### src/rtl/node_mem_pkg.sv
// Shared defaults and helpers for the node memory arbiter and its picker.
package node_mem_pkg;

   localparam int ADDR_W_DEF = 5;
   localparam int NODE_W_DEF = 12;

   typedef enum logic {
      ST_IDLE  = 1'b0,
      ST_OWNED = 1'b1
   } arb_state_t;

   function automatic int bus_offset(input int port, input int width);
      return port * width;
   endfunction

   // Both operands are already below n, so one conditional subtract wraps correctly.
   function automatic int wrap_add(input int base, input int off, input int n);
      int sum;
      sum = base + off;
      return (sum >= n) ? sum - n : sum;
   endfunction

endpackage

### src/rtl/node_mem_arbiter_rr_pick.sv
// Combinational round-robin picker: first requester at or after rr_ptr, skipping
// excluded ports unless nothing else is requesting.
module rr_pick
   import node_mem_pkg::*;
#(
   parameter int N_PORTS = 2,
   parameter int IDX_W   = $clog2(N_PORTS)
) (
   input  logic [N_PORTS-1:0] req,
   input  logic [IDX_W-1:0]   rr_ptr,
   input  logic [N_PORTS-1:0] exclude,
   output logic [N_PORTS-1:0] winner_oh,
   output logic [IDX_W-1:0]   winner_idx,
   output logic               valid
);

   logic [N_PORTS-1:0] pool;
   logic [IDX_W-1:0]   scan_idx;

   assign pool = ((req & ~exclude) != '0) ? (req & ~exclude) : req;

   always_comb begin
      winner_oh  = '0;
      winner_idx = '0;
      valid      = 1'b0;
      scan_idx   = '0;
      for (int i = 0; i < N_PORTS; i++) begin
         scan_idx = IDX_W'(wrap_add(int'(rr_ptr), i, N_PORTS));
         if (!valid && pool[scan_idx]) begin
            valid               = 1'b1;
            winner_idx          = scan_idx;
            winner_oh[scan_idx] = 1'b1;
         end
      end
   end

endmodule

### src/rtl/node_mem_arbiter.sv
// N-port round-robin arbiter with bounded lock in front of the node memory.
//   state    | meaning
//   ST_IDLE  | no owner, all mem_* driven to zero
//   ST_OWNED | owner_q holds the memory, mem_* follow that port
module node_mem_arbiter
   import node_mem_pkg::*;
#(
   parameter int N_PORTS  = 2,
   parameter int ADDR_W   = ADDR_W_DEF,
   parameter int NODE_W   = NODE_W_DEF,
   parameter int MAX_LOCK = 16
) (
   input  logic                        clk,
   input  logic                        reset,
   input  logic [N_PORTS-1:0]          req,
   input  logic [N_PORTS-1:0]          lock,
   input  logic [N_PORTS*ADDR_W-1:0]   port_read_addr,
   input  logic [N_PORTS*ADDR_W-1:0]   port_write_addr,
   input  logic [N_PORTS-1:0]          port_write,
   input  logic [N_PORTS*NODE_W-1:0]   port_write_node,
   output logic [N_PORTS-1:0]          grant,
   output logic [N_PORTS-1:0]          read_valid,
   output logic [NODE_W-1:0]           read_node,
   output logic [ADDR_W-1:0]           mem_read_addr,
   output logic [ADDR_W-1:0]           mem_write_addr,
   output logic                        mem_write,
   output logic [NODE_W-1:0]           mem_write_node,
   input  logic [NODE_W-1:0]           mem_read_node
);

   localparam int IDX_W = $clog2(N_PORTS);
   localparam int CNT_W = $clog2(MAX_LOCK + 1);
   localparam logic [CNT_W-1:0] LOCK_LAST = CNT_W'(MAX_LOCK - 1);

   arb_state_t         state_q, state_d;
   logic [IDX_W-1:0]   owner_q, owner_d;
   logic [IDX_W-1:0]   rr_ptr_q, rr_ptr_d;
   logic [CNT_W-1:0]   lock_cnt_q, lock_cnt_d;
   logic [N_PORTS-1:0] grant_q, grant_d;
   logic [N_PORTS-1:0] read_valid_q;

   logic               owner_locked;
   logic               keep_owner;
   logic [N_PORTS-1:0] exclude;
   logic [N_PORTS-1:0] pick_oh;
   logic [IDX_W-1:0]   pick_idx;
   logic               pick_valid;

   // lock_cnt counts extra cycles already granted under lock, so the owner sees MAX_LOCK in total.
   assign owner_locked = (state_q == ST_OWNED) && req[owner_q] && lock[owner_q];
   assign keep_owner   = owner_locked && (lock_cnt_q < LOCK_LAST);
   assign exclude      = (owner_locked && !keep_owner) ? grant_q : '0;

   rr_pick #(
      .N_PORTS (N_PORTS),
      .IDX_W   (IDX_W)
   ) u_rr_pick (
      .req        (req),
      .rr_ptr     (rr_ptr_q),
      .exclude    (exclude),
      .winner_oh  (pick_oh),
      .winner_idx (pick_idx),
      .valid      (pick_valid)
   );

   always_ff @(posedge clk) begin
      if (reset) begin
         state_q      <= ST_IDLE;
         owner_q      <= '0;
         grant_q      <= '0;
         rr_ptr_q     <= '0;
         lock_cnt_q   <= '0;
         read_valid_q <= '0;
      end else begin
         state_q      <= state_d;
         owner_q      <= owner_d;
         grant_q      <= grant_d;
         rr_ptr_q     <= rr_ptr_d;
         lock_cnt_q   <= lock_cnt_d;
         read_valid_q <= grant_q;
      end
   end

   always_comb begin
      state_d    = state_q;
      owner_d    = owner_q;
      grant_d    = grant_q;
      rr_ptr_d   = rr_ptr_q;
      lock_cnt_d = lock_cnt_q;
      if (keep_owner) begin
         lock_cnt_d = lock_cnt_q + CNT_W'(1);
      end else if (pick_valid) begin
         state_d    = ST_OWNED;
         owner_d    = pick_idx;
         grant_d    = pick_oh;
         rr_ptr_d   = IDX_W'(wrap_add(int'(pick_idx), 1, N_PORTS));
         lock_cnt_d = '0;
      end else begin
         state_d    = ST_IDLE;
         owner_d    = '0;
         grant_d    = '0;
         lock_cnt_d = '0;
      end
   end

   // A write in the reset cycle is dropped even though grant is still set.
   always_comb begin
      grant          = grant_q;
      read_valid     = read_valid_q;
      mem_read_addr  = '0;
      mem_write_addr = '0;
      mem_write_node = '0;
      mem_write      = 1'b0;
      if (state_q == ST_OWNED) begin
         mem_read_addr  = port_read_addr[bus_offset(int'(owner_q), ADDR_W) +: ADDR_W];
         mem_write_addr = port_write_addr[bus_offset(int'(owner_q), ADDR_W) +: ADDR_W];
         mem_write_node = port_write_node[bus_offset(int'(owner_q), NODE_W) +: NODE_W];
         mem_write      = port_write[owner_q] & ~reset;
      end
   end

   assign read_node = mem_read_node;

endmodule

### config.mk
export PLATFORM = sky130hd
export DESIGN_NAME = node_mem_arbiter
export DESIGN_NICKNAME = d
export VERILOG_FILES = /design/src/rtl/node_mem_pkg.sv /design/src/rtl/node_mem_arbiter_rr_pick.sv /design/src/rtl/node_mem_arbiter.sv
export SDC_FILE = /design/constraint.sdc
export NUM_CORES = 1
export LEC_CHECK = 0
export ABC_CLOCK_PERIOD_IN_PS = 2200
export CAP_MARGIN = 20
export CORE_MARGIN = 2
export CORE_UTILIZATION = 32
export DETAILED_ROUTE_END_ITERATION = 16
export GPL_TIMING_DRIVEN = 0
export PLACE_DENSITY = 0.87
export SLEW_MARGIN = 30
export SYNTH_ARGS = -nofsm -noshare
export SYNTH_HDL_FRONTEND = slang
export SYNTH_SLANG_ARGS = --single-unit
### constraint.sdc
create_clock -name clk -period 2.2 [get_ports clk]
set_clock_uncertainty 0.1 [all_clocks]
set_input_delay 0.22 -clock clk [delete_from_list [all_inputs] [get_ports clk]]
set_output_delay 0.22 -clock clk [all_outputs]
set_load 0.03 [all_outputs]
==> parameters.txt <==
Parameter                              Value

Status
  Outcome ... finished clean

Floorplanning
  CORE AREA ... 3050 µm²
  I/O pin count ... 103
  Standard-cell rows ... 20
  Starting density of the core ... 33.7%
  Die X ... 60.7 µm
  Die height ... 60.7 µm
  Area of the die ... 3690 µm²

Clock network
  Clock Path Buffers ... 2
  CTS buffer count ... 3
  Cell chosen for the clock root ... sky130_fd_sc_hd__clkbuf_4
  Clk sinks ... 12
  Count of hold buffers inserted by post-cts repair ... 0
  Clock tree from TritonCTS ... built
  Level count of the clock H-tree ... 1
  Clock-pin slew on the worst setup and hold paths ... 0.07 ns
  Worst-Skew Late Latency ... 0.26 ns

Detailed routing
  Number of remaining DRC errors ... 0
  Vias post-DR ... 1135
  Antenna viol nets, final ... 0
  Total iterations of the first detailed-routing run ... 4
  Vias per std cell ... 4.43
  Routed wire length ... 3.01 mm
  Routed wire per std cell ... 11.8 µm
  Detailed Route Iter0 Violations ... 55

Setup path
  Required arrival time at the worst endpoint ... 1.88 ns
  Critical path cell sequence ... buf_4 -> buf_2 -> mux2i_1 -> nor2b_1 -> dlygate4sd2_1
  Kind of start point of the critical path ... register
  Type of the worst setup path ... register to primary output
  Worst reg2reg endpoint ... owner_q
  Cell family with most CP delay ... buffers and inverters
  Worst endpoint data arrival time ... 1.72 ns
  Worst reg-to-reg setup slack ... 0.77 ns
  Cell with the biggest individual delay on the critical path ... sky130_fd_sc_hd__dlygate4sd2_1
  Slowest stage delay, CP ... 0.41 ns
  Worst-path fanout max ... 10
  Cells on worst reg2reg path ... 4
  Crit path capture type ... primary output
  Startpoint of the lowest-slack register-to-register path ... state_q
  Buffer and inverter count on the worst path ... 3

Finish
  NumNets Final ... 278
  Number of diodes ... 0
  Area Overhead vs Synth ... 93.4%
  Post-route cell area ... 1990 µm²
  Share of layout cells above drive strength 1 ... 13.2%
  Fillcell total ... 285
  Post-Route Utilization ... 65.2%

Place
  IO Port Bufs ... 89
  Area after detailed placement ... 1980 µm²
  Post-DP HPWL ... 2.56 mm
  Placer's final routability congestion estimate ... 0.862

Synthesis
  Post-synth EDFFs ... 0
  Yosys top cell area share ... 23.3%
  Most frequently used cell type in the post-synthesis netlist ... sky130_fd_sc_hd__nor2b_1
  Post-synthesis cell type with the largest combined area ... sky130_fd_sc_hd__dfxtp_1
  Synth top cells by count ... sky130_fd_sc_hd__nor2b_1 (26), sky130_fd_sc_hd__mux2i_1 (23), sky130_fd_sc_hd__buf_4 (14)
  Yosys reg bits ... 12
  Sequential fraction of the synthesis area ... 23.3%
  Syn. warnings ... 0
  Syn Nets ... 184
  Syn_area_per_cell ... 8.65 µm²
  Netlist cell types ... 26
  Cell types occupying the most area after synthesis ... sky130_fd_sc_hd__dfxtp_1 (23%), sky130_fd_sc_hd__mux2i_1 (22%), sky130_fd_sc_hd__nor2b_1 (16%)
  Main synth FF type ... sky130_fd_sc_hd__dfxtp_1
  Post-synthesis cell area ... 1030 µm²
  Synthesized instance count ... 119
  Share of flip-flops with an asynchronous set or reset after synthesis ... 0%

Timing
  Post-layout minimum cycle time ... 2.04 ns
  Unrepaired setup endpoints after global routing ... false
  Highest Clock Rate ... 491 MHz
  Final worst-path cycle share ... 92.6%
  Final Max Tran Viols ... 0
  Setup_tns ... 0 ns
  Slew @ Worst Pin ... 0.410 ns
  Max-Slew Margin vs Limit ... 72.7%
  Fin. Hold Viols ... 0
  Final setup fails ... 0

Hold path
  Worst hold start ... reset
  Worst Hold Class ... input pin to register
  Endpoint, Worst Hold ... state_q
  Hold path cells ... 2

Global routing
  Antenna violations before repair ... 0
  First-pass GRT wire length ... 4.54 mm
  Total global routing overflow ... 0
  Gr usage total ... 16.4%
  Maximum number of pins on one net before global-route repair ... 11
  Vias in the first global route ... 1056

Pwr
  Power Dens Cells ... 381 nW/µm²
  Largest voltage drop on the vdd net ... 0.000193 V
  Static leakage ... 0.842 nW

Flow run
  Max cap viols ... 0
## cell usage in the layout, fill, tap and decap left out, types with 2 or more instances in the layout
cell type,n
sky130_fd_sc_hd__clkbuf_2,2
sky130_fd_sc_hd__inv_1,2
sky130_fd_sc_hd__a21oi_1,6
sky130_fd_sc_hd__dfxtp_1,12
sky130_fd_sc_hd__buf_4,14
sky130_fd_sc_hd__o211ai_1,2
sky130_fd_sc_hd__nor2_1,7
sky130_fd_sc_hd__nor2b_1,26
sky130_fd_sc_hd__mux2i_1,23
sky130_fd_sc_hd__nand3b_1,2
sky130_fd_sc_hd__dlygate4sd2_1,20
sky130_fd_sc_hd__nand3_1,2
sky130_fd_sc_hd__clkdlybuf4s50_1,68
sky130_fd_sc_hd__nand2_1,6
sky130_fd_sc_hd__clkbuf_4,3
## cell type report
cell class	instances	area (µm²)	share of cell area, %
plain buffers	18	124	6.22
clock buffers	4	36.3	1.82
inverters	2	7.51	0.377
multi-input cells	87	661	33.2
flip-flops and latches	12	240	12.1
well taps	44	55.1	2.76
repair buffers	89	868	43.6
## state kept, by name (all words and copies together), names as in the netlist
signal,flops
grant,2
lock_cnt_q,5
owner_q,1
read_valid,2
rr_ptr_q,1
state_q,1
## layer usage
layer	GRT usage, %	wire length [µm]	up-vias	part of all wire, %
li1	-	-	582	-
met1	19.7	1160	497	39
met2	27.5	1600	56	53
met3	5.33	247	0	8.2
met4	5.59	0	0	0
met5	0	0	-	0
## kinds of logic after synthesis
group                      synth area share, %
adders and majority gates                 1.21
DFF                                       23.3
AOI/OAI and AO/OA                         9.96
xor gates and xnor gates                  1.70
muxes                                     22.4
buffers and inverters                     12.5
and+or+nand+nor                           28.9
## worst register-to-register path: stages (launching register included)
cell,delay (ns)
sky130_fd_sc_hd__dfxtp_1,0.51
sky130_fd_sc_hd__nand4_2,0.20
sky130_fd_sc_hd__and2_4,0.20
sky130_fd_sc_hd__o221ai_2,0.20
sky130_fd_sc_hd__a21oi_1,0.09
## worst max path at each step
stage	slack [ns]	from	cells past startpoint	end
CTS	0.004	state_q	3	mem_write_node[11]
global placement	0.17	owner_q	5	mem_write_node[8]
global route	0.05	owner_q	5	mem_write
floorplan	0.41	owner_q	4	mem_write
detailed placement	0.17	state_q	3	mem_write_addr[0]
finish	0.16	owner_q	5	mem_write_node[2]
## power by group
part	switching, mW	internal [mW]
logic	0.164	0.192
registers	0.00853	0.225
clock network	0.0681	0.100
## metrics by stage
stage	instances	setup WS, ns	hold WS [ns]	total power, mW
finish	256	0.164	0.226	0.759
global route	256	0.0508	0.255	0.801
CTS	256	0.00354	0.225	0.771
detailed placement	252	0.168	0.372	0.615
global placement	252	0.172	0.360	0.612
floorplan	119	0.410	0.236	0.428
## repair_timing
item | in CTS | in global routing
buffers inserted | 0 | 0
resized for setup | 22 | 1
setup endpoints to repair | 21 | 1
No activity file was read; power rests on OpenSTA's default activity.
